`src/rtl/seq_pair_pkg.sv`:
```
// -----------------------------------------------------------------------------
// seq_pair_pkg
//   Shared definitions for the serial pair-stimulus transmitter.
//   - state_t            : transmitter FSM encoding (IDLE / SHIFT / DONE)
//   - SEQ_PAIR_DEFAULT_W : default word width, independent of any instance W
// -----------------------------------------------------------------------------
package seq_pair_pkg;

  typedef enum logic [1:0] {
    IDLE  = 2'b00,
    SHIFT = 2'b01,
    DONE  = 2'b10
  } state_t;

  localparam int SEQ_PAIR_DEFAULT_W = 8;

endpackage : seq_pair_pkg

```
`src/rtl/eq_pair_counter.sv`:
```
// -----------------------------------------------------------------------------
// eq_pair_counter
//   Counts adjacent equal bits in a serial stream that belongs to one word.
//   The previous bit is remembered so each new bit can be compared against it;
//   the first bit of a word has no predecessor and is never counted.
//
// Ports
//   clk      : rising-edge clock
//   res      : synchronous active-high reset (clears count and previous bit)
//   clr      : start of a new word (clears count and previous bit)
//   bit_in   : serial bit currently being transmitted
//   bit_en   : bit_in carries a word bit this cycle
//   first    : bit_in is bit index 0 of the word
//   eq_count : registered number of equal adjacent pairs seen so far
// -----------------------------------------------------------------------------
module eq_pair_counter
  import seq_pair_pkg::*;
#(
  parameter int CW = 3
) (
  input  logic          clk,
  input  logic          res,
  input  logic          clr,
  input  logic          bit_in,
  input  logic          bit_en,
  input  logic          first,
  output logic [CW-1:0] eq_count
);

  logic          prev_r;
  logic [CW-1:0] count_r;

  // Previous-bit memory and pair count; count holds between words until clr.
  always_ff @(posedge clk) begin
    if (res) begin
      prev_r  <= 1'b0;
      count_r <= {CW{1'b0}};
    end else if (clr) begin
      prev_r  <= 1'b0;
      count_r <= {CW{1'b0}};
    end else if (bit_en) begin
      prev_r <= bit_in;
      // A word of W bits holds at most W-1 pairs, so this never overflows.
      if (!first && (bit_in == prev_r)) begin
        count_r <= count_r + CW'(1'b1);
      end else begin
        count_r <= count_r;
      end
    end else begin
      prev_r  <= prev_r;
      count_r <= count_r;
    end
  end

  assign eq_count = count_r;

endmodule : eq_pair_counter

```
`src/rtl/seq_pair_tx.sv`:
```
// -----------------------------------------------------------------------------
// seq_pair_tx
//   Word-to-serial stimulus transmitter for the two-equal-bit sequence
//   detector. A word is accepted over a valid/ready handshake while IDLE,
//   shifted out one bit per clock in SHIFT, and a one-cycle DONE pulse follows
//   the last bit. Alongside, eq_pair_counter counts adjacent equal pairs so
//   the receiving side has a reference count.
//
//   Per word (accept on edge t): t+1..t+W SHIFT, t+W+1 DONE, t+W+2 IDLE.
//
// Parameters
//   W         : word width (W >= 2)
//   MSB_FIRST : 1 = bit W-1 leaves first, 0 = bit 0 leaves first
//
// Ports
//   clk        : rising-edge clock
//   res        : synchronous active-high reset, overrides load_valid
//   load_data  : word to transmit
//   load_valid : load_data is valid
//   load_ready : word can be accepted (IDLE, decoded from state)
//   sout       : serial bit to detector inp (registered)
//   sout_valid : sout carries a word bit (registered)
//   busy       : SHIFT or DONE (decoded from state)
//   done       : one-cycle pulse after the last bit (registered)
//   eq_count   : equal adjacent pairs of the last word (registered)
// -----------------------------------------------------------------------------
module seq_pair_tx
  import seq_pair_pkg::*;
#(
  parameter int W         = SEQ_PAIR_DEFAULT_W,
  parameter bit MSB_FIRST = 1'b1
) (
  input  logic                 clk,
  input  logic                 res,
  input  logic [W-1:0]         load_data,
  input  logic                 load_valid,
  output logic                 load_ready,
  output logic                 sout,
  output logic                 sout_valid,
  output logic                 busy,
  output logic                 done,
  output logic [$clog2(W)-1:0] eq_count
);

  localparam int             IW       = $clog2(W);
  localparam logic [IW-1:0]  LAST_IDX = IW'(W - 1);

  state_t        state_r;
  state_t        state_nxt_s;
  logic [W-1:0]  sreg_r;
  logic [W-1:0]  sreg_nxt_s;
  logic [IW-1:0] idx_r;
  logic [IW-1:0] idx_nxt_s;
  logic          sout_r;
  logic          sout_nxt_s;
  logic          sout_valid_r;
  logic          sout_valid_nxt_s;
  logic          done_r;
  logic          done_nxt_s;
  logic          accept_s;
  logic          first_s;

  // Bit that leaves next from a word held in transmit position.
  function automatic logic head_bit(input logic [W-1:0] word);
    if (MSB_FIRST) begin
      head_bit = word[W-1];
    end else begin
      head_bit = word[0];
    end
  endfunction

  // Word with its head bit removed, so the following bit becomes the head.
  function automatic logic [W-1:0] advance(input logic [W-1:0] word);
    if (MSB_FIRST) begin
      advance = {word[W-2:0], 1'b0};
    end else begin
      advance = {1'b0, word[W-1:1]};
    end
  endfunction

  // Next-state and next-output decode.
  always_comb begin
    state_nxt_s      = state_r;
    sreg_nxt_s       = sreg_r;
    idx_nxt_s        = idx_r;
    sout_nxt_s       = 1'b0;
    sout_valid_nxt_s = 1'b0;
    done_nxt_s       = 1'b0;
    accept_s         = 1'b0;
    case (state_r)
      IDLE: begin
        if (load_valid) begin
          // Bit 0 is presented on the accept edge; the register keeps the
          // remainder so each SHIFT edge only needs to pop the head.
          accept_s         = 1'b1;
          state_nxt_s      = SHIFT;
          sreg_nxt_s       = advance(load_data);
          idx_nxt_s        = {IW{1'b0}};
          sout_nxt_s       = head_bit(load_data);
          sout_valid_nxt_s = 1'b1;
        end else begin
          state_nxt_s = IDLE;
        end
      end
      SHIFT: begin
        if (idx_r == LAST_IDX) begin
          state_nxt_s = DONE;
          done_nxt_s  = 1'b1;
        end else begin
          state_nxt_s      = SHIFT;
          idx_nxt_s        = idx_r + IW'(1'b1);
          sreg_nxt_s       = advance(sreg_r);
          sout_nxt_s       = head_bit(sreg_r);
          sout_valid_nxt_s = 1'b1;
        end
      end
      DONE: begin
        state_nxt_s = IDLE;
      end
      default: begin
        state_nxt_s = IDLE;
      end
    endcase
  end

  // FSM state register.
  always_ff @(posedge clk) begin
    if (res) begin
      state_r <= IDLE;
    end else begin
      state_r <= state_nxt_s;
    end
  end

  // Shift register, bit index and registered serial outputs.
  always_ff @(posedge clk) begin
    if (res) begin
      sreg_r       <= {W{1'b0}};
      idx_r        <= {IW{1'b0}};
      sout_r       <= 1'b0;
      sout_valid_r <= 1'b0;
      done_r       <= 1'b0;
    end else begin
      sreg_r       <= sreg_nxt_s;
      idx_r        <= idx_nxt_s;
      sout_r       <= sout_nxt_s;
      sout_valid_r <= sout_valid_nxt_s;
      done_r       <= done_nxt_s;
    end
  end

  // idx_r tracks the bit now on sout, so index 0 marks the word's first bit.
  assign first_s = (idx_r == {IW{1'b0}});

  eq_pair_counter #(
    .CW (IW)
  ) u_eq_pair_counter (
    .clk      (clk),
    .res      (res),
    .clr      (accept_s),
    .bit_in   (sout_r),
    .bit_en   (sout_valid_r),
    .first    (first_s),
    .eq_count (eq_count)
  );

  assign load_ready = (state_r == IDLE);
  assign busy       = (state_r != IDLE);
  assign sout       = sout_r;
  assign sout_valid = sout_valid_r;
  assign done       = done_r;

endmodule : seq_pair_tx

```
`config.mk`:
```
export PLATFORM = sky130hd
export DESIGN_NAME = seq_pair_tx
export DESIGN_NICKNAME = d
export VERILOG_FILES = /design/src/rtl/seq_pair_pkg.sv /design/src/rtl/eq_pair_counter.sv /design/src/rtl/seq_pair_tx.sv
export SDC_FILE = /design/constraint.sdc
export NUM_CORES = 1
export LEC_CHECK = 0
export BUFFER_PORTS_ARGS = -buffer_cell sky130_fd_sc_hd__clkbuf_2
export CORE_ASPECT_RATIO = 0.9
export CORE_MARGIN = 2
export CORE_UTILIZATION = 51
export CTS_CLUSTER_SIZE = 14
export DETAILED_ROUTE_END_ITERATION = 10
export PLACE_DENSITY_LB_ADDON = 0.08
export SKIP_LAST_GASP = 1
export SLEW_MARGIN = 20
export SYNTH_ARGS = -nofsm -noshare
export SYNTH_HDL_FRONTEND = slang
export SYNTH_SLANG_ARGS = --single-unit
```
`constraint.sdc`:
```
create_clock -name clk -period 2.3 [get_ports clk]
set_input_delay 0.46 -clock clk [delete_from_list [all_inputs] [get_ports clk]]
set_output_delay 0.46 -clock clk [all_outputs]
set_load 0.05 [all_outputs]
```
# [Word-level counts from Yosys, hierarchy flattened]
# Index checks and enable logic that the tools add are counted.
[classes] add_sub_neg=2 n_mul=0 div_mod_pow=0 magnitude_cmp=0 eq_ne=5 n_shift=0 mux=17 n_bitwise=1 n_reduce_logical=10
[op_table] op="two-way mux 8 bit" count=2
[op_table] op="case mux 8 bit (2 select lines)" count=1
[op_table] op="two-way mux 1 bit" count=7
[op_table] op="adder 3 x 1 -> 3 bit (second input constant)" count=2
[op_table] op="two-way mux 3 bit" count=2
[op_table] op="case mux 3 bit (2 select lines)" count=1
[op_table] op="!= test 2 bit (second input constant)" count=2
[op_table] op="case mux 1 bit (2 select lines)" count=2
[op_table] op="case mux 2 bit (2 select lines)" count=1
[op_table] op="nonzero test 2 bit" count=2
[op_table] op="OR reduction 2 bit" count=2
[op_table] op="equality test 3 bit (second input constant)" count=1
[op_table] op="zero test 3 bit" count=1
[op_table] op="AND reduction 3 bit" count=1
[op_table] op="equality test 2 x 1 -> 1 bit (second input constant)" count=1
[op_table] op="zero test 2 bit" count=1
[op_table] op="two-way mux 2 bit" count=1
[op_table] op="AND reduction 2 bit" count=1
[op_table] op="equality test 1 bit" count=1
[op_table] op="logical AND 1 bit" count=1
[op_table] op="zero test 1 bit" count=1
[op_table] op="inverter 1 bit" count=1
[totals] reg_bits=20 latch_bits=0 mem_bits_rw=0 romBits=0 input_bits=11 out_inout_bits=8 elab_cells=43 mem_count=0

# [Longest topological paths before layout]
[logic_depth] ltp_word=4 ltp_mapped=6 mapped_depth_nobuf=5

# [Cells and area by module]
# Synthesis repeated with hierarchy kept, for this count alone.
[unflattened] cells_unflattened=99 area_unflattened_um2=919.6
[modules_own_cells] module="seq_pair_tx" n_inst=1 cells_per_inst=77 area_per_inst_um2=716.9 seq_area_each_um2=280.3
[modules_own_cells] module="eq_pair_counter" n_inst=1 cells_per_inst=22 area_per_inst_um2=202.7 seq_area_each_um2=80.1

# [Worst setup path before layout]
# Ideal clock, no wire load.
[synth_path] path_kind="reg2out" start="register state_r[0]" end="output port load_ready" arrival_time_ps=1489 required_time_ps=1840 slack_ps=351 path_stages_with_launch=4 n_path_buf=1 cell_sequence="dfxtp_1 > buf_6 > or2_2 > inv_1"
[synth_via] elab_chain_len=1
[synth_rtl] item="start: declaration" line_no="seq_pair_tx.sv:48" rtl="state_t state_r;"
[synth_rtl] item="start signal: assignment" line_no="seq_pair_tx.sv:131" rtl="state_r <= state_nxt_s;"
[synth_rtl] item="zero test 2 bit" line_no="seq_pair_tx.sv:167" rtl="assign load_ready = (state_r == IDLE);"
[synth_rtl] item="end: declaration" line_no="seq_pair_tx.sv:37" rtl="output logic load_ready,"
# Every way passes these cells.

# [Final worst setup path]
# Ends and elaborated chain as after synthesis.

==> impl_metrics.tcl <==
set metrics [dict create \
    hold_violations 0 \
    path_max_fanout 13 \
    cp_num_buf_inv 2 \
    antenna_found_initial 0 \
    cts-root-buf "clkbuf_4" \
    cts_resized 0 \
    cap_violations 0 \
    ys_seq_area_share_pct 41.0 \
    coreArea_um2 1650 \
    grt_overflow 0 \
    postCtsHoldBufs 0 \
    yosys-top-cells-area "dfxtp_1 (41%), ha_1 (7.1%), a211oi_1 (5.1%)" \
    drv_slew 0 \
    ir_worst_vdd_mv 0.486 \
    ys_warn_count 0 \
    numCtsBuffers 3 \
    placedCellCount 131 \
    grt_pass1_vias 664 \
    clock_sinks 18 \
    worst_slack_ns 0.426 \
    synth_nets 110 \
    r2r_end "idx_r[0]" \
    dieArea_um2 2070 \
    synth_area_um2 878 \
    grt_max_degree 20 \
    fmax_mhz 534 \
    via_per_inst 5.16 \
    finClkSkew_ns 0.00725 \
    cpMaxStageDelayCell "dfxtp_1" \
    power_density_nw_per_um2 627 \
    setup_viol 0 \
    relSlewSlack_pct 71.6 \
    r2r-start "idx_r[0]" \
    clockBufferDepth 2 \
    seqCellArea_um2 360 \
    gp_congestion 0.710 \
    crit_path_start "state_r[0]" \
    min_period_ns 1.87 \
    finalCritPeriodShare_pct 81.5 \
    ys_types 30 \
    stdcell_count 135 \
    design_power_total_w 0.000631 \
    die_x_um 47.7 \
    io_pins 19 \
    drtAntennaViolNets 0 \
    synth_top_area_cell "dfxtp_1" \
    routed_wl_mm 1.54 \
    pre_cts_slack_ns 0.542 \
    arrival_ns 1.41 \
    critPathMaxStageDelay_ns 0.46 \
    endpoint_kind "output port" \
    tightest_slew_ns 0.426 \
    cts_tree "built" \
    synth_area_per_cell_um2 9.34 \
    r2r_cells 5 \
    drt-initial-drc-count 2 \
    hold_class "in -> reg" \
    rsz0062_at_grt "false" \
    avgRoutedWirePerCell_um 11.4 \
    fin_tns_setup_ns 0 \
    hold_path_end "sreg_r[1]" \
    drc 0 \
    cp_data_required_time_ns 1.84 \
    reg2reg_slack_ns 0.53 \
    rows 14 \
    start_util_pct 53.3 \
    hold_depth 3 \
    io_buffer_count 18 \
    cp-start-kind "flip-flop" \
    total_leakage_power_nw 0.439 \
    h-tree-depth 1 \
    drive_above_1_share_pct 24.3 \
    firstDrtPassIters 3 \
    antenna_cells 0 \
    clkLatencyLatePin_ns 0.29 \
    ys_seq_elements 18 \
    worstHoldStart "load_data[0]" \
    status "completed" \
    multiInputGateArea_um2 438 \
    num-nets-final 128 \
    cts_setup_buffers 0 \
    cp_cell_sequence "or2_2, inv_1, clkbuf_2" \
    synth.top_cell.area_share_pct 41.0 \
    fp.dieH_um 43.4 \
    clk_pin_slew_ns 0.11 \
    via_count 697 \
    synth_cells 94 \
    grtUsageTotal_pct 17.8 \
    dpl.hpwl_mm 1.17 \
    fill_cells 167 \
    crit_family "flip-flops" \
    path_class "reg -> out" \
    syn_to_final_growth_pct 14.5 \
    finish.utilization_pct 61.1 \
    grt_pass1_wl_mm 2.69 \
]
## per-layer routing
layer	global-route usage (%)	wire length [um]	vias to the layer above
li1	-	-	364
met5	0	0	-
met1	24.9	784	324
met2	27.7	720	9
met4	3.24	0	0
met3	5.00	37	0
## sequential cells by signal, indices dropped and copies added (netlist names)
register / flops
state_r: 2
sreg_r: 7
done: 1
idx_r: 3
u_eq_pair_counter.prev_r: 1
sout: 1
u_eq_pair_counter.eq_count: 3
## final cells by class
| cell class | count | share of cell area, % |
|---|---|---|
| multi-input combinational | 58 | 43.5 |
| sequential | 18 | 35.8 |
| timing repair buffer | 18 | 8.96 |
| inverter | 13 | 5.10 |
| clock buffer | 4 | 3.61 |
| tap | 24 | 2.99 |
## power by group
part | switching [W] | internal [W] | leakage [nW]
clock network | 0.0000982 | 0.0000962 | 0.0210
registers | 0.0000113 | 0.000327 | 0.147
logic | 0.0000599 | 0.0000383 | 0.271
total | 0.000169 | 0.000461 | 0.439
## cells in the final DEF, fill, tap and decap left out, types with 3 or more instances in the layout
cell type	n
dfxtp_1	18
clkbuf_2	18
inv_1	12
o22ai_1	6
a211oi_1	6
nand2b_1	5
ha_1	5
mux2i_1	3
nor2_1	3
o31ai_1	3
or4_1	3
a21oi_1	3
clkbuf_4	3
## tightest hold or removal path, delay by kind of cell
family | cells | cell delay (ns)
compound gates | 1 | 0.06
simple gates | 1 | 0.05
buf+inv | 1 | 0.08
## synthesized netlist by cell type
| library cell | n |
|---|---|
| clkbuf_2 | 2 |
| ha_1 | 5 |
| buf_6 | 1 |
| a21o_1 | 1 |
| nand3b_1 | 2 |
| nor3_1 | 2 |
| clkbuf_1 | 2 |
| nor2_1 | 3 |
| o32a_2 | 1 |
| or2_2 | 1 |
| nand2b_1 | 5 |
| mux2_2 | 1 |
| inv_4 | 1 |
| o22ai_1 | 6 |
| mux2i_1 | 3 |
| or3b_1 | 2 |
| a211oi_1 | 6 |
| or2b_1 | 2 |
| nand2_1 | 1 |
| nor2b_1 | 2 |
| dfxtp_1 | 18 |
| a2111oi_0 | 1 |
| a21oi_2 | 1 |
| nor3b_1 | 2 |
| o31ai_1 | 3 |
| xor2_1 | 1 |
| or4_1 | 3 |
| a21oi_1 | 3 |
| o32ai_1 | 1 |
| inv_1 | 12 |
## how the worst max path moves through the flow
stage / endpoint / depth (start not counted)
floorplan: load_ready / 3
global placement: idx_r[0] / 5
detailed placement: idx_r[0] / 5
CTS: load_ready / 3
global route: load_ready / 3
finish: load_ready / 3
## stage by stage
| stage | instance area [um2] | hold WS (ns) |
|---|---|---|
| finish | 1010 | 0.419 |
| floorplan | 878 | 0.434 |
| global placement | 970 | 0.444 |
| CTS | 1010 | 0.422 |
| global route | 1010 | 0.432 |
| detailed placement | 970 | 0.450 |
## logic make-up after synthesis
family	share of synthesized area (%)
muxes	4.70
and+or+nand+nor	18.2
adders and majority gates	7.12
AOI/OAI and AO/OA	18.8
DFF	41.0
buffers and inverters	9.12
xor gates and xnor gates	0.997
Note: power is estimated with default switching activity, not from simulation.
